$ cat src/rtl/axi4_bresp_router.sv
// -----------------------------------------------------------------------------
// axi4_bresp_router
//
// Return path for one slave port of the interconnect. Each AW transfer the
// write-address arbiter completes is recorded in order as {master, id}. The
// slave's in-order B responses are then routed back to the master that issued
// each write, and every returned BID is checked against the recorded AWID.
//
// Ports
//   aclk, aresetn     clock (rising edge), asynchronous active-low reset
//   push_valid        AW handshake completed for the granted master
//   push_master       index of the granted master
//   push_id           AWID of that transfer
//   push_ready        tracker has room for another entry (!full)
//   s_bvalid/s_bready slave B handshake
//   s_bid, s_bresp    slave BID / BRESP
//   m_bvalid          one-hot per-master B valid
//   m_bready          per-master B ready
//   m_bid, m_bresp    BID / BRESP broadcast to all masters
//   outstanding       number of tracked, not yet returned writes
//   id_mismatch       one-cycle pulse when a returned BID differs from the record
// -----------------------------------------------------------------------------
module axi4_bresp_router #(
   parameter  int NUM_MASTERS = 10,
   parameter  int ID_WIDTH    = 4,
   parameter  int DEPTH       = 8,
   localparam int MW          = (NUM_MASTERS > 1) ? $clog2(NUM_MASTERS) : 1,
   localparam int CW          = $clog2(DEPTH + 1)
) (
   input  logic                   aclk,
   input  logic                   aresetn,
   input  logic                   push_valid,
   input  logic [MW-1:0]          push_master,
   input  logic [ID_WIDTH-1:0]    push_id,
   output logic                   push_ready,
   input  logic                   s_bvalid,
   output logic                   s_bready,
   input  logic [ID_WIDTH-1:0]    s_bid,
   input  logic [1:0]             s_bresp,
   output logic [NUM_MASTERS-1:0] m_bvalid,
   input  logic [NUM_MASTERS-1:0] m_bready,
   output logic [ID_WIDTH-1:0]    m_bid,
   output logic [1:0]             m_bresp,
   output logic [CW-1:0]          outstanding,
   output logic                   id_mismatch
);

   localparam int PW = $clog2(DEPTH);

   typedef enum logic {
      ST_IDLE,   // output register empty
      ST_HOLD    // response presented, waiting for the owning master's ready
   } state_t;

   state_t state_q, state_d;

   // Tracking FIFO storage
   logic [MW-1:0]       fifo_master [DEPTH];
   logic [ID_WIDTH-1:0] fifo_id     [DEPTH];
   logic [PW-1:0]       wr_ptr, rd_ptr;
   logic [CW-1:0]       count;

   // Output stage
   logic [MW-1:0]          out_master;
   logic [NUM_MASTERS-1:0] out_sel;
   logic                   out_valid;

   logic push, pop, drain;

   // ---------------------------------------------------------------------------
   // Handshake decode
   // ---------------------------------------------------------------------------
   assign push_ready = (count != CW'(DEPTH));
   assign push       = push_valid && push_ready;

   assign out_valid = (state_q == ST_HOLD);
   // One-hot of the owning master. An out-of-range index shifts out to zero,
   // so a bad push_master can never raise another master's valid.
   assign out_sel   = {{(NUM_MASTERS-1){1'b0}}, 1'b1} << out_master;
   assign drain     = out_valid && (|(m_bready & out_sel));

   // Accepting from the slave is allowed when the output register is empty or
   // being emptied this very cycle; using drain here keeps one response per
   // cycle without a skid buffer.
   assign s_bready  = (count != '0) && (!out_valid || drain);
   assign pop       = s_bvalid && s_bready;

   assign m_bvalid    = out_valid ? out_sel : '0;
   assign outstanding = count;

   // ---------------------------------------------------------------------------
   // Tracking FIFO
   // ---------------------------------------------------------------------------
   // NOTE: the storage array is deliberately not reset; validity is carried by
   // count and the pointers, and leaving it reset-free keeps it a plain RAM.
   always_ff @(posedge aclk) begin
      if (push) begin
         fifo_master[wr_ptr] <= push_master;
         fifo_id[wr_ptr]     <= push_id;
      end
   end

   // NOTE: sequential state uses non-blocking assignments so every register
   // samples pre-edge values regardless of statement order.
   always_ff @(posedge aclk or negedge aresetn) begin
      if (!aresetn) begin
         wr_ptr <= '0;
         rd_ptr <= '0;
         count  <= '0;
      end else begin
         // Pointers are PW bits wide and DEPTH is a power of two, so they wrap
         // modulo DEPTH on their own.
         if (push) wr_ptr <= wr_ptr + PW'(1);
         if (pop)  rd_ptr <= rd_ptr + PW'(1);
         case ({push, pop})
            2'b10:   count <= count + CW'(1);
            2'b01:   count <= count - CW'(1);
            default: count <= count;
         endcase
      end
   end

   // ---------------------------------------------------------------------------
   // Output stage FSM
   // ---------------------------------------------------------------------------
   always_ff @(posedge aclk or negedge aresetn) begin
      if (!aresetn) state_q <= ST_IDLE;
      else          state_q <= state_d;
   end

   // NOTE: the default assignment first means every path assigns state_d, so
   // no latch is inferred.
   always_comb begin
      state_d = state_q;
      case (state_q)
         ST_IDLE: if (pop)           state_d = ST_HOLD;
         ST_HOLD: if (drain && !pop) state_d = ST_IDLE;
         default:                    state_d = ST_IDLE;
      endcase
   end

   // Response payload loads only on a pop, so it is stable throughout HOLD.
   // The forwarded BID is the slave's value even when it disagrees with the
   // record; the mismatch is reported separately.
   always_ff @(posedge aclk or negedge aresetn) begin
      if (!aresetn) begin
         out_master  <= '0;
         m_bid       <= '0;
         m_bresp     <= '0;
         id_mismatch <= 1'b0;
      end else begin
         id_mismatch <= pop && (s_bid != fifo_id[rd_ptr]);
         if (pop) begin
            out_master <= fifo_master[rd_ptr];
            m_bid      <= s_bid;
            m_bresp    <= s_bresp;
         end
      end
   end

endmodule

$ cat config.mk
export PLATFORM = sky130hd
export DESIGN_NAME = axi4_bresp_router
export DESIGN_NICKNAME = d
export VERILOG_FILES = /design/src/rtl/axi4_bresp_router.sv
export SDC_FILE = /design/constraint.sdc
export NUM_CORES = 1
export LEC_CHECK = 0
export CAP_MARGIN = 40
export CORE_ASPECT_RATIO = 2
export CORE_MARGIN = 1.5
export CORE_UTILIZATION = 51
export CTS_CLUSTER_SIZE = 25
export DETAILED_ROUTE_END_ITERATION = 10
export PLACE_DENSITY_LB_ADDON = 0.2
export SETUP_SLACK_MARGIN = 0.3
export SLEW_MARGIN = 5
export SYNTH_ARGS = -nofsm -noshare
export SYNTH_HDL_FRONTEND = slang
export SYNTH_SLANG_ARGS = --single-unit
$ cat constraint.sdc
create_clock -name aclk -period 3.5 [get_ports aclk]
set_clock_uncertainty 0.15 [all_clocks]
set_input_delay 0.525 -clock aclk [delete_from_list [all_inputs] [get_ports aclk]]
set_output_delay 0.525 -clock aclk [all_outputs]
set_load 0.05 [all_outputs]
* Word-level counts from Yosys, hierarchy flattened *
Memories as Yosys holds them, arrays and structs flattened. A register that Yosys moved wholly into a read port is not among the register bits.
Index checks and enable logic that the tools add are counted.
W data, S select, Z words.

word-level totals
  register bits after elaboration = 18
  RAM bits = 64
  bits of input ports = 28
  logic and storage cells = 40
  memories kept = 2

operators by class
  $add $sub $neg = 4
  equal/unequal tests = 4
  shift operators = 1
  mux-type cells = 7
  bitwise logic cells = 2
  reduce and logical (&&, ||, !) cells = 13

memories
  name         words  bits a word  read ports  clocked after memory_dff  wr ports  RTL line  text
  fifo_id      8      4            1           0                         1         59        logic [ID_WIDTH-1:0] fifo_id [DEPTH];
  fifo_master  8      4            1           1                         1         58        logic [MW-1:0] fifo_master [DEPTH];

operators by type and width
  kind                    number
  $and A10 B10 Y10        1
  $mux W10                1
  $reduce_or A10 Y1       1
  $shl A1 B4 Y10 const A  1
  $pmux W4 S2             1
  $add A3 B1 Y3 const B   2
  $logic_and A1 B1 Y1     6
  $add A4 B1 Y4 const B   1
  $mux W1                 4
  $ne A4 B4 Y1            1
  $ne A4 B4 Y1 const B    1
  $reduce_bool A4 Y1      1
  $sub A4 B1 Y4 const B   1
  $logic_not A1 Y1        3
  $eq A2 B1 Y1 const B    1
  $eq A2 B2 Y1 const B    1
  $pmux W1 S2             1
  $reduce_bool A2 Y1      1
  $logic_or A1 B1 Y1      1
  $not A1 Y1              1

* Depth between registers and ports, before layout *
  word-level depth = 11
  gate-level depth with buffers = 14
  gate-level depth less buffers = 11

* Worst setup path after synthesis *
OpenSTA, ideal clock, no wires.

  kind = input port to flip-flop
  from = in m_bready[7]
  to = reg count[3], in the netlist outstanding[3]
  library setup time = 0.145 ns
  data arrival time = 2.779 ns
  data required time = 3.205 ns
  setup slack = 0.426 ns
  stages = 13
  cells stage by stage = mux2i_1 -> o32ai_1 -> or4_4 -> nor2b_4 -> buf_6 -> buf_12 -> ha_1 -> ha_1 -> a21o_1 -> a21oi_1 -> xnor2_1 -> nor2_1 -> xor2_1

on the way
  word-level cells in the longest chain between the ends = 8
  elaborated cells between the ends (all ways) = 10

ends and longest elaborated chain
  element                                                   RTL line  text
  from (decl)                                               41        input logic [NUM_MASTERS-1:0] m_bready,
  $and A10 B10 Y10 *                                        80        assign drain = out_valid && (|(m_bready & out_sel));
  $reduce_or A10 Y1 *                                       80
  $logic_and A1 B1 Y1 *                                     80
  $logic_or A1 B1 Y1 *                                      85        assign s_bready = (count != '0) && (!out_valid || drain);
  $logic_and A1 B1 Y1 *                                     85
  $logic_and A1 B1 Y1 *                                     86        assign pop = s_bvalid && s_bready;
  named net pop                                             68        logic push, pop, drain;
  $eq A2 B1 Y1 / $eq A2 B2 Y1 (equally long branches)       115       case ({push, pop})
  $pmux W4 S2 / $reduce_bool A2 Y1 (equally long branches)  n/a
  to (signal assigned)                                      116       2'b10: count <= count + CW'(1);
  to (signal assigned)                                      117       2'b01: count <= count - CW'(1);
  to (signal assigned)                                      118       default: count <= count;
  to (decl)                                                 61        logic [CW-1:0] count;

Mark *: on every way through the listed nets, which the timed path passes. The rest lies on a longest branch.
A chain may end at the register's enable or synchronous reset.

* Worst setup path in the final report *
  from = in m_bready[2]
  to = reg count[3], in the netlist outstanding[3]

on the way
  word-level cells in the longest chain between the ends = 8
  elaborated cells between the ends (all ways) = 10

ends and longest elaborated chain
  element                                                   RTL line
  $and A10 B10 Y10 *                                        80
  $reduce_or A10 Y1 *                                       80
  $logic_and A1 B1 Y1 *                                     80
  $logic_or A1 B1 Y1 *                                      85
  $logic_and A1 B1 Y1 *                                     85
  $logic_and A1 B1 Y1 *                                     86
  $eq A2 B1 Y1 / $eq A2 B2 Y1 (equally long branches)       115
  $pmux W4 S2 / $reduce_bool A2 Y1 (equally long branches)  n/a

Mark *: on every way between the ends. The rest lies on a longest branch, timed or not.

==> flow_summary.ini <==
[outcome]
status = complete, no violations

[placed_design]
dpl-instance-area_mm2 = 0.004333
gp_congestion = 0.7525
hpwl_um = 4801
numPortBuffers = 50
placedCellCount = 358

[critical_path]
required_ns = 3.57
crit_type = in2reg
worst_setup_path_start_kind = input port
reg2reg_slack_ns = 0.52
cpPeakStageDelay_ns = 0.46
r2r_cells = 11
cp_max_fo = 4
worstSetupEndpointType = flop
worst_ep_arrival_time_ns = 3.10
crit_chain = clkdlybuf4s50_1 > or4bb_1 > a21oi_1 > or4_4 > nor2b_4 > ha_1 > ha_1 > a21o_1 > a21oi_1 > xnor2_1 > nor2_1 > xor2_1
cp_slowest_cell = or4bb_1

[clock_network]
tritoncts = built
clk_path_buf_depth = 2
htree_num_levels = 3
clock_sinks = 86
cts_hold_repair.buffers = 0
cts_buffers = 9
clkLatencyLatePin_ns = 0.34
cts.clk_slew.worst_paths_ns = 0.06
clk_root_buffer_cell = clkbuf_16
cts_setup_buffers = 0
post_cts_resized = 0

[finish]
antennaDiodeCount = 0
final_util_pct = 66.08
fin_area_mm2 = 0.004622
area_delta_synth_final_pct = 24.38
final_common_cell = edfxtp_1
final_cell_mix = 64 x edfxtp_1, 49 x clkdlybuf4s50_1, 21 x dfrtp_1
nets = 313
layoutNonFillerInstCount = 374
drive_gt1_share_pct = 22.18

[grt]
grt_pass1_vias = 2148
gr-total-overflow = 0
antenna_found_initial = 0
grt.total_usage_pct = 19.91
grt_pass1_wl_um = 11000
grt_max_degree = 23

[yosys]
async_reset_ff_share_pct = 25.58
syn-num-nets = 250
synthFlopType = edfxtp_1
yosysWarnings = 0
synth_edf_count = 64
synth_area_mm2 = 0.003716
synth.area.top_cells = edfxtp_1 52%, dfrtp_1 15%, mux4_2 9.7%
yosysUniqueCellTypes = 37
synth_top_area_share_pct = 51.72
syn_area_per_cell_um2 = 17.20
synth_area_leader_cell = edfxtp_1
yosysSeqAreaShare_pct = 66.53
netlist_instances = 216
synth-seq-cells = 86

[die]
die_h_um = 123.7
rows = 43
ios = 51
initial_core_util_pct = 53.13
dieArea_mm2 = 0.007839
core_mm2 = 0.006994
die_w_um = 63.36

[timing]
rsz0062_at_grt = no
worst_slew_pin_slew_ns = 0.6716
fin_tns_setup_ns = 0
timing.final.crit_share_pct = 86.39
hold_viol_final = 0
drv_slew = 0
finalSetupViolCount = 0
relSlewSlack_pct = 55.22
period_needed_ns = 3.024
fmax_ghz = 0.3307

[drt]
vias = 1996
firstDrtPassIters = 4
post_drt_wl_per_cell_um = 18.36
drtAntennaViolNets = 0
drt_first_iter_violations = 51
viasPerCell = 5.337
drc = 0
wl_um = 6866

[pwr]
peakVddDrop_mv = 0.5952
p_leak_nw = 1.684
total_power_mw = 4.234
power_density_mw_per_mm2 = 916.1

[hold_path]
min_path_cells = 1
hold_class = reg2reg

[flow_run]
maxCapViolCount = 0
report_power, final:
group	switching [mW]	internal, mW	leakage [nW]	total, mW
Sequential	0.229	1.35	0.839	1.58
Combinational	0.930	0.832	0.704	1.76
Clock	0.357	0.536	0.142	0.893
Total	1.52	2.72	1.68	4.23
per-stage QoR:
stage                     hold WS, ns  setup WS, ns
after floorplan               0.07941        0.4265
after global placement         0.3383        0.1677
after detailed placement       0.3441        0.1387
after CTS                      0.3611        0.4339
after global routing           0.3785        0.3143
final                          0.3586        0.4763
path summary, 6_finish.rpt:
kind | from | end
max | m_bready[2] | outstanding[3]
min | m_bresp[1] | m_bresp[1]
max reg2reg | out_master[2] | outstanding[3]
min reg2reg | m_bresp[1] | m_bresp[1]
max in group asynchronous | aresetn | out_master[0]
min in group asynchronous | aresetn | out_master[1]
cells by family (layout without fill, tap and decap cells):
group / count (synthesis) / count (layout) / synth area share, %
fa+ha+maj: 6 / 6 / 2.222
buf+inv: 13 / 81 / 2.458
mux: 40 / 40 / 17.24
compound gates: 8 / 8 / 1.381
simple gates: 52 / 52 / 7.576
flops: 86 / 86 / 66.53
xor+xnor: 11 / 11 / 2.593
routing by layer:
layer  GRT usage (%)  routed length, µm
met1           19.62               2486
met2           38.42               4002
met3           4.517                272
met4           9.375                104
met5               0                  0
sequential cells by signal, indices dropped and copies added, names as in the netlist:
register / count
id_mismatch: 1
m_bid: 4
out_valid: 1
m_bresp: 2
outstanding: 4
out_master: 4
rd_ptr: 3
wr_ptr: 3
fifo_master: 32
fifo_id: 32
layout make-up:
cell class                 instances  area [µm²]
clock buffer                      13       270.3
sequential                        86        2474
timing repair buffer              61       580.6
tap                               90       112.6
clock inverter                     3       17.52
inverter                           4       15.01
fill                             521        2372
multi-input combinational        117        1152
worst max-delay path: cells and delay by family:
family,cells,cell delay (ns)
AND/OR/NAND/NOR,4,0.85
AO/OA/AOI/OAI,3,0.55
buffers and inverters,1,0.45
adder cells (fa/ha/maj),2,0.45
XOR/XNOR,2,0.28
synthesized netlist by cell type (all sizes together) (2+ instances only):
| cell type | count |
|---|---|
| a21oi | 2 |
| or3b | 2 |
| xor2 | 5 |
| ha | 5 |
| dfrtp | 22 |
| nand2 | 10 |
| edfxtp | 64 |
| nor2 | 14 |
| xnor2 | 6 |
| mux2i | 10 |
| o21ai | 2 |
| nor3 | 6 |
| inv | 4 |
| mux4 | 16 |
| nand3 | 3 |
| mux2 | 14 |
| nand2b | 7 |
| buf | 9 |
(Power assumes the default switching activity.)
